[src/rtl/keypad_scan_if.sv]
// Keypad-side and key-event signals of the matrix keypad scanner.
// The scanner drives rows and events; the keypad and consumer logic sit on the slave side.
interface keypad_scan_if;
    logic [3:0] col_n;
    logic [3:0] row_n;
    logic [3:0] key_code;
    logic       key_valid;
    logic       key_down;

    modport master (
        input  col_n,
        output row_n,
        output key_code,
        output key_valid,
        output key_down
    );

    modport slave (
        output col_n,
        input  row_n,
        input  key_code,
        input  key_valid,
        input  key_down
    );
endinterface

[src/rtl/keypad_scan.sv]
// 4x4 matrix keypad scanner: drives one row low at a time, samples synchronized columns,
// debounces over whole scans and reports one key event per accepted press.
module keypad_scan #(
    parameter int unsigned ROW_TICKS = 50000,
    parameter int unsigned DEB_SCANS = 4
) (
    input  logic          clk,
    input  logic          reset,
    keypad_scan_if.master kp
);

    localparam int unsigned TICK_W = $clog2(ROW_TICKS);
    localparam int unsigned CNT_W  = $clog2(DEB_SCANS + 1);
    localparam logic [TICK_W-1:0] TICK_LAST  = TICK_W'(ROW_TICKS - 1);
    localparam logic [CNT_W-1:0]  CNT_STABLE = CNT_W'(DEB_SCANS);

    typedef enum logic [1:0] {
        RES_NONE  = 2'd0,
        RES_KEY   = 2'd1,
        RES_MULTI = 2'd2
    } res_kind_e;

    typedef enum logic {
        ST_IDLE    = 1'b0,
        ST_PRESSED = 1'b1
    } state_e;

    logic [3:0]        sync1_q, sync1_d;
    logic [3:0]        sync2_q, sync2_d;
    logic [TICK_W-1:0] tick_q, tick_d;
    logic [1:0]        row_q, row_d;
    logic [3:0]        row_n_q, row_n_d;
    logic [1:0]        acc_n_q, acc_n_d;
    logic [3:0]        acc_code_q, acc_code_d;
    res_kind_e         cand_kind_q, cand_kind_d;
    logic [3:0]        cand_code_q, cand_code_d;
    logic [CNT_W-1:0]  cnt_q, cnt_d;
    state_e            state_q, state_d;
    logic [3:0]        key_code_q, key_code_d;
    logic              key_valid_q, key_valid_d;
    logic              key_down_q, key_down_d;

    logic              sample_c;
    logic              scan_end_c;
    logic [3:0]        lows_c;
    logic [2:0]        pop_c;
    logic [1:0]        col_idx_c;
    logic [2:0]        sum_c;
    logic [1:0]        new_n_c;
    logic [3:0]        new_code_c;
    res_kind_e         res_kind_c;
    logic [3:0]        res_code_c;
    logic              stable_c;

    always_comb begin
        sync1_d     = kp.col_n;
        sync2_d     = sync1_q;
        tick_d      = tick_q;
        row_d       = row_q;
        row_n_d     = row_n_q;
        acc_n_d     = acc_n_q;
        acc_code_d  = acc_code_q;
        cand_kind_d = cand_kind_q;
        cand_code_d = cand_code_q;
        cnt_d       = cnt_q;
        state_d     = state_q;
        key_code_d  = key_code_q;
        key_valid_d = 1'b0;
        key_down_d  = key_down_q;
        pop_c       = 3'd0;
        col_idx_c   = 2'd0;
        res_kind_c  = RES_NONE;
        res_code_c  = 4'd0;
        stable_c    = 1'b0;

        sample_c   = (tick_q == TICK_LAST);
        scan_end_c = sample_c && (row_q == 2'd3);

        // Count low columns in this row and remember where a lone one sits.
        lows_c = ~sync2_q;
        for (int i = 0; i < 4; i++) begin
            pop_c = pop_c + 3'(lows_c[i]);
        end
        for (int i = 3; i >= 0; i--) begin
            if (lows_c[i]) col_idx_c = 2'(i);
        end
        sum_c      = 3'(acc_n_q) + pop_c;
        new_n_c    = (sum_c >= 3'd2) ? 2'd2 : sum_c[1:0];
        new_code_c = (acc_n_q == 2'd0 && pop_c == 3'd1) ? {row_q, col_idx_c} : acc_code_q;

        if (sample_c) begin
            tick_d     = '0;
            row_d      = row_q + 2'd1;
            row_n_d    = ~(4'd1 << row_d);
            acc_n_d    = new_n_c;
            acc_code_d = new_code_c;
        end else begin
            tick_d = tick_q + TICK_W'(1);
        end

        if (scan_end_c) begin
            acc_n_d    = 2'd0;
            acc_code_d = 4'd0;
            case (new_n_c)
                2'd0:    res_kind_c = RES_NONE;
                2'd1:    res_kind_c = RES_KEY;
                default: res_kind_c = RES_MULTI;
            endcase
            res_code_c = (res_kind_c == RES_KEY) ? new_code_c : 4'd0;

            // Chords/ghosting never count toward stability.
            if (res_kind_c == RES_MULTI) begin
                cnt_d       = '0;
                cand_kind_d = RES_MULTI;
                cand_code_d = 4'd0;
            end else if (res_kind_c == cand_kind_q && res_code_c == cand_code_q) begin
                cnt_d = (cnt_q == CNT_STABLE) ? cnt_q : cnt_q + CNT_W'(1);
            end else begin
                cnt_d       = CNT_W'(1);
                cand_kind_d = res_kind_c;
                cand_code_d = res_code_c;
            end
            stable_c = (cnt_d == CNT_STABLE);

            case (state_q)
                ST_IDLE: begin
                    if (stable_c && res_kind_c == RES_KEY) begin
                        state_d     = ST_PRESSED;
                        key_code_d  = res_code_c;
                        key_down_d  = 1'b1;
                        key_valid_d = 1'b1;
                    end
                end
                ST_PRESSED: begin
                    // A different key or a chord is ignored until a clean release.
                    if (stable_c && res_kind_c == RES_NONE) begin
                        state_d    = ST_IDLE;
                        key_down_d = 1'b0;
                    end
                end
                default: state_d = ST_IDLE;
            endcase
        end
    end

    always_ff @(posedge clk) begin
        if (reset) begin
            sync1_q     <= 4'b1111;
            sync2_q     <= 4'b1111;
            tick_q      <= '0;
            row_q       <= 2'd0;
            row_n_q     <= 4'b1110;
            acc_n_q     <= 2'd0;
            acc_code_q  <= 4'd0;
            cand_kind_q <= RES_NONE;
            cand_code_q <= 4'd0;
            cnt_q       <= '0;
            state_q     <= ST_IDLE;
            key_code_q  <= 4'd0;
            key_valid_q <= 1'b0;
            key_down_q  <= 1'b0;
        end else begin
            sync1_q     <= sync1_d;
            sync2_q     <= sync2_d;
            tick_q      <= tick_d;
            row_q       <= row_d;
            row_n_q     <= row_n_d;
            acc_n_q     <= acc_n_d;
            acc_code_q  <= acc_code_d;
            cand_kind_q <= cand_kind_d;
            cand_code_q <= cand_code_d;
            cnt_q       <= cnt_d;
            state_q     <= state_d;
            key_code_q  <= key_code_d;
            key_valid_q <= key_valid_d;
            key_down_q  <= key_down_d;
        end
    end

    assign kp.row_n     = row_n_q;
    assign kp.key_code  = key_code_q;
    assign kp.key_valid = key_valid_q;
    assign kp.key_down  = key_down_q;

endmodule

[src/flat_wrapper.sv]
// flat-port wrapper written by rule: the top's interface ports become plain ports
module keypad_scan_flat 
#(
    parameter int unsigned ROW_TICKS = 50000,
    parameter int unsigned DEB_SCANS = 4
)
  (clk, reset, kp_col_n, kp_row_n, kp_key_code, kp_key_valid, kp_key_down);
  keypad_scan_if kp_i ();
  input  logic clk;
  input  logic reset;
  input wire logic [$bits(kp_i.col_n)-1:0] kp_col_n;
  output wire logic [$bits(kp_i.row_n)-1:0] kp_row_n;
  output wire logic [$bits(kp_i.key_code)-1:0] kp_key_code;
  output wire logic [$bits(kp_i.key_valid)-1:0] kp_key_valid;
  output wire logic [$bits(kp_i.key_down)-1:0] kp_key_down;
  assign kp_i.col_n = kp_col_n;
  assign kp_row_n = kp_i.row_n;
  assign kp_key_code = kp_i.key_code;
  assign kp_key_valid = kp_i.key_valid;
  assign kp_key_down = kp_i.key_down;
  keypad_scan #(.ROW_TICKS(ROW_TICKS), .DEB_SCANS(DEB_SCANS)) u_core (.clk(clk), .reset(reset), .kp(kp_i));
endmodule
[config.mk]
export PLATFORM = sky130hd
export DESIGN_NAME = keypad_scan_flat
export DESIGN_NICKNAME = d
export VERILOG_FILES = /design/src/rtl/keypad_scan_if.sv /design/src/rtl/keypad_scan.sv /design/src/flat_wrapper.sv
export SDC_FILE = /design/constraint.sdc
export NUM_CORES = 1
export LEC_CHECK = 0
export CORE_ASPECT_RATIO = 2
export CORE_MARGIN = 10
export CORE_UTILIZATION = 55
export CTS_BUF_LIST = sky130_fd_sc_hd__clkbuf_4 sky130_fd_sc_hd__clkbuf_8
export CTS_CLUSTER_DIAMETER = 60
export DETAILED_ROUTE_END_ITERATION = 8
export HOLD_SLACK_MARGIN = 0.06
export PLACE_DENSITY_LB_ADDON = 0.2
export SLEW_MARGIN = 20
export SYNTH_ARGS = -nofsm -noshare
export SYNTH_HDL_FRONTEND = slang
export SYNTH_SLANG_ARGS = --single-unit
[constraint.sdc]
create_clock -name clk -period 3.5 [get_ports clk]
set_input_delay 0.525 -clock clk [delete_from_list [all_inputs] [get_ports clk]]
set_output_delay 0.525 -clock clk [all_outputs]
set_load 0.01 [all_outputs]
=== Word level (Yosys, flattened, before mapping) ===
Index checks and enable logic that the tools add are counted.

* Flip-flop bits (word level): 52
* Bits in latches: 0
* Memory bits (writable): 0
* Bits in read-only memories: 0
* Input port bits: 6
* Output and inout port bits: 10
* Logic and storage cells: 77
* Memories kept: 0

* Add/sub/neg operators: 7
* $mul: 0
* Divide/modulo/power cells: 0
* $lt $le $gt $ge: 1
* Equal/unequal tests: 13
* Shift operators: 1
* Muxes and demuxes: 23
* Bitwise gates (word level): 4
* Reductions and logical operators: 14

{| class="wikitable"
|+ Operators by type and width
! kind !! count
|-
| $add 16x1->16 const B || 1
|-
| $eq 16x16->1 const B || 1
|-
| $mux 2 || 8
|-
| $mux 4 || 4
|-
| $mux 3 || 4
|-
| $not 4->4 || 2
|-
| $add 3x1->3 || 2
|-
| $eq 3x3->1 const B || 2
|-
| $logic_not 2->1 || 3
|-
| $reduce_and 3->1 || 2
|-
| $logic_and 1x1->1 || 5
|-
| $eq 2x1->1 const B || 2
|-
| $eq 2x2->1 const B || 2
|-
| $eq 4x4->1 || 1
|-
| $mux 1 || 4
|-
| $ne 2x1->1 const B || 2
|-
| $pmux 1 s2 || 2
|-
| $pmux 2 s2 || 1
|-
| $reduce_or 2->1 || 2
|-
| $shl 1x2->4 const A || 1
|-
| $add 2x3->3 || 1
|-
| $add 3x1->3 const B || 1
|-
| $eq 3x1->1 const B || 1
|-
| $ge 3x2->1 const B || 1
|-
| other kinds (7) || 8
|}

=== Longest topological paths before layout ===
* Depth after elaboration: 21
* Gate-level depth with buffers: 14
* Gate-level depth less buffers: 12

=== Least setup slack after synthesis ===
Ideal clock, no wire load.

* Kind: reg2reg
* Start: register u_core.sync2_q[1]
* End: register u_core.cand_kind_q[0]
* Library setup time: 0.115 ns
* Arrival: 3.707 ns
* Data required time: 3.385 ns
* Slack: -0.322 ns
* Cell stages (with the launch flop): 15
* Buffers on the path: 2
* Period minus slack after synthesis: 3.822 ns
* Cells stage by stage: dfxtp_1 -> inv_1 -> ha_1 -> fa_1 -> ha_1 -> fa_1 -> or2b_2 -> nand2b_1 -> clkbuf_8 -> o31ai_1 -> nor4_4 -> and3_1 -> buf_6 -> nand2b_4 -> a31o_1

* Longest elaborated chain between the ends: 16
* Elaborated cells on any way between the ends: 26
* Those cells by class: 4 x add/sub; 1 x order compare; 7 x eq/ne; 9 x mux; 1 x bitwise; 4 x reduce/logical

{| class="wikitable"
|+ RTL lines
! element !! line !! source
|-
| start: declaration || keypad_scan.sv:29 || <nowiki>logic [3:0] sync2_q, sync2_d;</nowiki>
|-
| start signal: assignment || keypad_scan.sv:164 || <nowiki>sync2_q <= sync2_d;</nowiki>
|-
| $not 4->4 (*) || keypad_scan.sv:80 || <nowiki>lows_c = ~sync2_q;</nowiki>
|-
| $add 1x1->2 || keypad_scan.sv:82 || <nowiki>pop_c = pop_c + 3'(lows_c[i]);</nowiki>
|-
| $add 3x1->3 (2 in series) || keypad_scan.sv:82 ||
|-
| $add 2x3->3 || keypad_scan.sv:87 || <nowiki>sum_c = 3'(acc_n_q) + pop_c;</nowiki>
|-
| $ge 3x2->1 || keypad_scan.sv:88 || <nowiki>new_n_c = (sum_c >= 3'd2) ? 2'd2 : sum_c[1:0];</nowiki>
|-
| $mux 2 || keypad_scan.sv:88 ||
|-
| $eq 2x1->1 or $logic_not 2->1 (tied branches) || keypad_scan.sv:104 || <nowiki>case (new_n_c)</nowiki>
|-
| $pmux 2 s2 || keypad_scan.sv:104 ||
|-
| $mux 2 || keypad_scan.sv:101 || <nowiki>if (scan_end_c) begin</nowiki>
|-
| $eq 2x1->1 || keypad_scan.sv:109 || <nowiki>res_code_c = (res_kind_c == RES_KEY) ? new_code_c : 4'd0;</nowiki>
|-
| $mux 4 || keypad_scan.sv:109 ||
|-
| $eq 4x4->1 || keypad_scan.sv:116 || <nowiki>end else if (res_kind_c == cand_kind_q && res_code_c == cand_code_q) begin</nowiki>
|-
| $logic_and 1x1->1 || keypad_scan.sv:116 ||
|-
| $ne 2x1->1 (no source line) || n/a ||
|-
| $reduce_and 2->1 (no source line) || n/a ||
|-
| end signal: assignment || keypad_scan.sv:170 || <nowiki>cand_kind_q <= cand_kind_d;</nowiki>
|-
| end: declaration || keypad_scan.sv:35 || <nowiki>res_kind_e cand_kind_q, cand_kind_d;</nowiki>
|}

Every way passes the cells marked *; elsewhere a longest branch is shown, timed or not. The select of a mux whose other input is x is not followed.
A chain may end at the register's enable or synchronous reset.

=== Worst setup path in the final report ===
* Start: register u_core.sync2_q[0]
* End: register u_core.key_valid_q (netlist: u_core.kp.key_valid)

* Longest elaborated chain between the ends: 20
* Elaborated cells on any way between the ends: 27
* Those cells by class: 4 x add/sub; 1 x order compare; 7 x eq/ne; 10 x mux; 1 x bitwise; 4 x reduce/logical

{| class="wikitable"
|+ RTL lines
! element !! line !! source
|-
| $not 4->4 (*) || keypad_scan.sv:80 ||
|-
| $add 1x1->2 || keypad_scan.sv:82 ||
|-
| $add 3x1->3 (2 in series) || keypad_scan.sv:82 ||
|-
| $add 2x3->3 || keypad_scan.sv:87 ||
|-
| $ge 3x2->1 || keypad_scan.sv:88 ||
|-
| $mux 2 || keypad_scan.sv:88 ||
|-
| $eq 2x1->1 or $logic_not 2->1 (tied branches) || keypad_scan.sv:104 ||
|-
| $pmux 2 s2 || keypad_scan.sv:104 ||
|-
| (+3 left out) || n/a ||
|-
| $eq 4x4->1 || keypad_scan.sv:116 ||
|-
| $logic_and 1x1->1 || keypad_scan.sv:116 ||
|-
| $mux 3 || keypad_scan.sv:116 ||
|-
| $mux 3 || keypad_scan.sv:112 || <nowiki>if (res_kind_c == RES_MULTI) begin</nowiki>
|-
| $mux 3 || keypad_scan.sv:101 ||
|-
| $eq 3x3->1 || keypad_scan.sv:123 || <nowiki>stable_c = (cnt_d == CNT_STABLE);</nowiki>
|-
| $logic_and 1x1->1 (*) || keypad_scan.sv:127 || <nowiki>if (stable_c && res_kind_c == RES_KEY) begin</nowiki>
|-
| $mux 1 (*) || keypad_scan.sv:127 ||
|-
| end signal: assignment || keypad_scan.sv:175 || <nowiki>key_valid_q <= key_valid_d;</nowiki>
|-
| end: declaration || keypad_scan.sv:40 || <nowiki>logic key_valid_q, key_valid_d;</nowiki>
|}

Marks and branches as above.

==> key figures <==
CTS
  – Clock root buffer master: sky130_fd_sc_hd__clkbuf_8
  – Total clock buffers created by CTS: 5
  – Clock insertion delay at the later pin of the skew report: 0.30 ns
  – Clock-pin transition on the worst setup and hold timing paths: 0.09 ns
  – Post-cts hold buffer count: 0
  – CTS H-tree lvls: 2
  – Number of clock sinks: 52
  – Clock tree from TritonCTS: built
  – Number of buffers between clock root and the deepest sink: 2

Cells and area
  – Final non-filler cell area: 3190 sq um
  – Layout cell share with drive strength beyond 1: 22.3%
  – Fill count: 418
  – Diode insertion count for antenna repair: 0
  – Final-stage net count: 349
  – Layout Area Growth over Synthesis: 21.1%
  – Post-Route Utilization: 68.7%

STA
  – Worst Max-Slew Pin Slew: 0.618 ns
  – Final worst clock skew: 0.00980 ns
  – Number of pins with negative max-slew slack in the final report: 0
  – Setup TNS: -0.220 ns
  – Final period utilization: 104%
  – Highest clock frequency the design can meet: 275 MHz
  – Setup repair after global routing missed its margin: true
  – Slack of the critical path: -0.131 ns
  – Final Hold Viols: 0
  – Min Clock Period, post-route: 3.63 ns
  – Setup Viol. Count Final: 6
  – Slew headroom: 58.4%

Hold path
  – Worst hold stages: 1
  – Class of the tightest hold or removal check: reg -> reg
  – Sink of the worst hold path: u_core.sync2_q[0]
  – Hold Path Origin: u_core.sync1_q[0]

Global route
  – Global-route track usage on met2: 29.2%
  – Met1 layer usage reported by global route: 16.3%
  – Via count of the first global-routing pass: 2285
  – Largest net degree at the start of global routing: 34
  – First-pass GRT wire length: 10500 um
  – Initial antenna violation count: 0
  – Routing layer with the top usage in global route: met2
  – Total global routing track utilization: 16.0%
  – Remaining global-route overflow: 0
  – Global-route met3 utilization: 2.86%

Placed design
  – Post-placement cell area: 2970 sq um
  – Detailed placer's ending HPWL: 4590 um
  – Post-placement worst setup slack: -0.157 ns
  – Last weighted congestion value of the routability-driven placer: 0.874
  – Number of input and output port buffers inserted: 15

Job
  – Max cap viols: 0

Yosys
  – Number of library cell types mapped by synthesis: 52
  – Number of cells produced by synthesis: 294
  – Cell types with the highest counts after synthesis: 52 x sky130_fd_sc_hd__dfxtp_1, 35 x sky130_fd_sc_hd__nor2_1, 22 x sky130_fd_sc_hd__nand2_1
  – Post-synthesis sequential area ratio: 39.5%
  – Top cell type's share of synthesized area: 39.5%
  – Post-synthesis async set-or-reset flop share: 0%
  – YS warnings: 0
  – Flops & latches, synth: 52
  – Syn_area_per_cell: 8.96 sq um
  – Most common cell in the synthesized netlist: sky130_fd_sc_hd__dfxtp_1
  – Synth top area cells: sky130_fd_sc_hd__dfxtp_1 40%, sky130_fd_sc_hd__nor2_1 5.0%, sky130_fd_sc_hd__ha_1 4.8%
  – Top_reg_cell synth: sky130_fd_sc_hd__dfxtp_1
  – Synthesized area: 2630 sq um
  – Count of flip-flops with a built-in enable after synthesis: 0
  – Library cell with the largest summed area after synthesis: sky130_fd_sc_hd__dfxtp_1
  – Synth Net Count: 312

Worst setup path
  – Launching element type of the critical path: flop
  – Worst-path maximum fanout: 5
  – Critical R2R Capture: u_core.kp.key_valid
  – Type of the worst setup path: reg -> reg
  – Reg-to-reg setup timing slack: -0.13 ns
  – Highest-delay cell along the critical path: sky130_fd_sc_hd__fa_2
  – Setup crit end kind: flop
  – CP arrival: 3.82 ns
  – Data required, critical path: 3.69 ns
  – Chain of cells forming the critical path: inv_2, ha_4, fa_2, ha_4, fa_2, xor2_2, a2111o_1, a32o_2, nor4_4, buf_4, nand4_1, nor4b_1
  – R2r worst-path depth: 12
  – Reg-to-Reg Start: u_core.sync2_q[0]
  – CP max stage delay: 0.46 ns

Floorplan
  – Num rows: 35
  – I/O pin count: 16
  – Starting density of the core: 56.7%
  – Die Footprint: 8120 sq um
  – Chip width: 68.9 um
  – Die height: 118 um
  – Core Footprint: 4640 sq um

Power and ir drop
  – Max VDD drop: 0.000445 V
  – Power Density: 352 nW/um^2
  – Static Leakage: 0.00122 uW
  – Overall power after layout: 1120 uW

Route
  – Post-detailed-route count of antenna-violating nets: 0
  – Routed len/inst: 15.8 um
  – DRC violations left: 0
  – Sum of routed wire length over all layers: 6110 um
  – Iteration count of the initial detailed-routing pass: 4
  – First DRT Iteration DRCs: 105
  – Total via count after detailed routing: 2261
  – Ratio of routed vias to standard cells: 5.84

Run status
  – Result of the run: finished with violations
  – Violated checks: setup timing
[per-layer routing]
metal | vias up | routed length (um)
li1 | 1113 | -
met1 | 1097 | 2220
met2 | 34 | 3490
met3 | 17 | 124
met4 | 0 | 274
met5 | - | 0
[cell families after synthesis]
group                    after synthesis  share of synthesized area (%)
XOR/XNOR                              17                           5.65
AO/OA/AOI/OAI                         56                           14.0
AND/OR/NAND/NOR                      128                           27.5
flip-flops                            52                           39.5
adder cells (fa/ha/maj)               12                           6.27
multiplexers                           5                           1.95
buffers and inverters                 24                           5.13
[cell usage in the layout, fill, tap and decap left out, types with 6 or more instances in the layout]
master,Yosys,layout
sky130_fd_sc_hd__nor2_1,35,35
sky130_fd_sc_hd__nand3_1,7,7
sky130_fd_sc_hd__nor3_1,8,8
sky130_fd_sc_hd__inv_1,14,12
sky130_fd_sc_hd__a21oi_1,17,16
sky130_fd_sc_hd__buf_4,0,21
sky130_fd_sc_hd__or2_2,9,9
sky130_fd_sc_hd__dfxtp_1,52,50
sky130_fd_sc_hd__clkbuf_8,3,6
sky130_fd_sc_hd__xnor2_1,6,6
sky130_fd_sc_hd__xor2_1,11,10
sky130_fd_sc_hd__o211ai_1,8,8
sky130_fd_sc_hd__nand2_1,22,22
sky130_fd_sc_hd__o21ai_0,10,10
sky130_fd_sc_hd__nand4_1,10,10
sky130_fd_sc_hd__clkdlybuf4s50_1,0,15
sky130_fd_sc_hd__ha_1,10,7
[worst max-delay path: cells and delay by family (launching register included)]
kind | cells | cell delay (ns)
fa+ha+maj | 4 | 1.28
simple gates | 3 | 0.93
flops | 1 | 0.34
compound gates | 2 | 0.56
xor+xnor | 1 | 0.18
buf+inv | 2 | 0.23
[cell type report]
cell class	count	area [sq um]	area share [%]
Timing Repair Buffer	40	362	11.3
Multi-Input combinational cell	218	1570	49.1
Tap cell	55	68.8	2.16
Clock buffer	7	90.1	2.82
Sequential cell	52	1040	32.7
Inverter	14	52.6	1.65
Clock inverter	1	7.51	0.235
[state kept, by name, indices dropped and copies added (netlist names), 3 cells and up]
register,count
u_core.acc_code_q,4
u_core.sync1_q,4
u_core.cnt_q,3
u_core.kp.key_code,4
u_core.tick_q,16
u_core.kp.row_n,4
u_core.sync2_q,4
u_core.cand_code_q,4
[worst max path at each step]
stage                            endpoint  cells past startpoint               from  slack (ns)
finish                u_core.kp.key_valid                     12  u_core.sync2_q[0]       -0.13
CTS                 u_core.kp.key_code[1]                     11  u_core.sync2_q[1]       -0.08
floorplan           u_core.cand_kind_q[0]                     14  u_core.sync2_q[1]        0.02
global route          u_core.kp.key_valid                     13  u_core.sync2_q[0]       -0.24
detailed placement  u_core.kp.key_code[0]                     11  u_core.sync2_q[0]       -0.16
global placement    u_core.kp.key_code[1]                     11  u_core.sync2_q[0]       -0.06
[power by group]
| group | internal [uW] | switching, uW | leakage, uW | total, uW |
|---|---|---|---|---|
| Clock | 169 | 189 | 0.0000479 | 357 |
| Sequential | 600 | 4.42 | 0.000421 | 604 |
| Combinational | 83.3 | 77.8 | 0.000748 | 161 |
[per-stage QoR]
step / hold WS (ns) / cells
floorplan: 0.389 / 294
global placement: 0.392 / 373
detailed placement: 0.394 / 373
CTS: 0.415 / 384
global route: 0.441 / 387
finish: 0.413 / 387
[timing repair]
| action | in CTS | in global routing |
|---|---|---|
| setup endpoints to repair | 14 | 15 |
| pin swaps | 10 | 8 |
| setup buffers | 3 | 3 |
| resized for setup | 8 | 10 |
(Power assumes the default switching activity.)
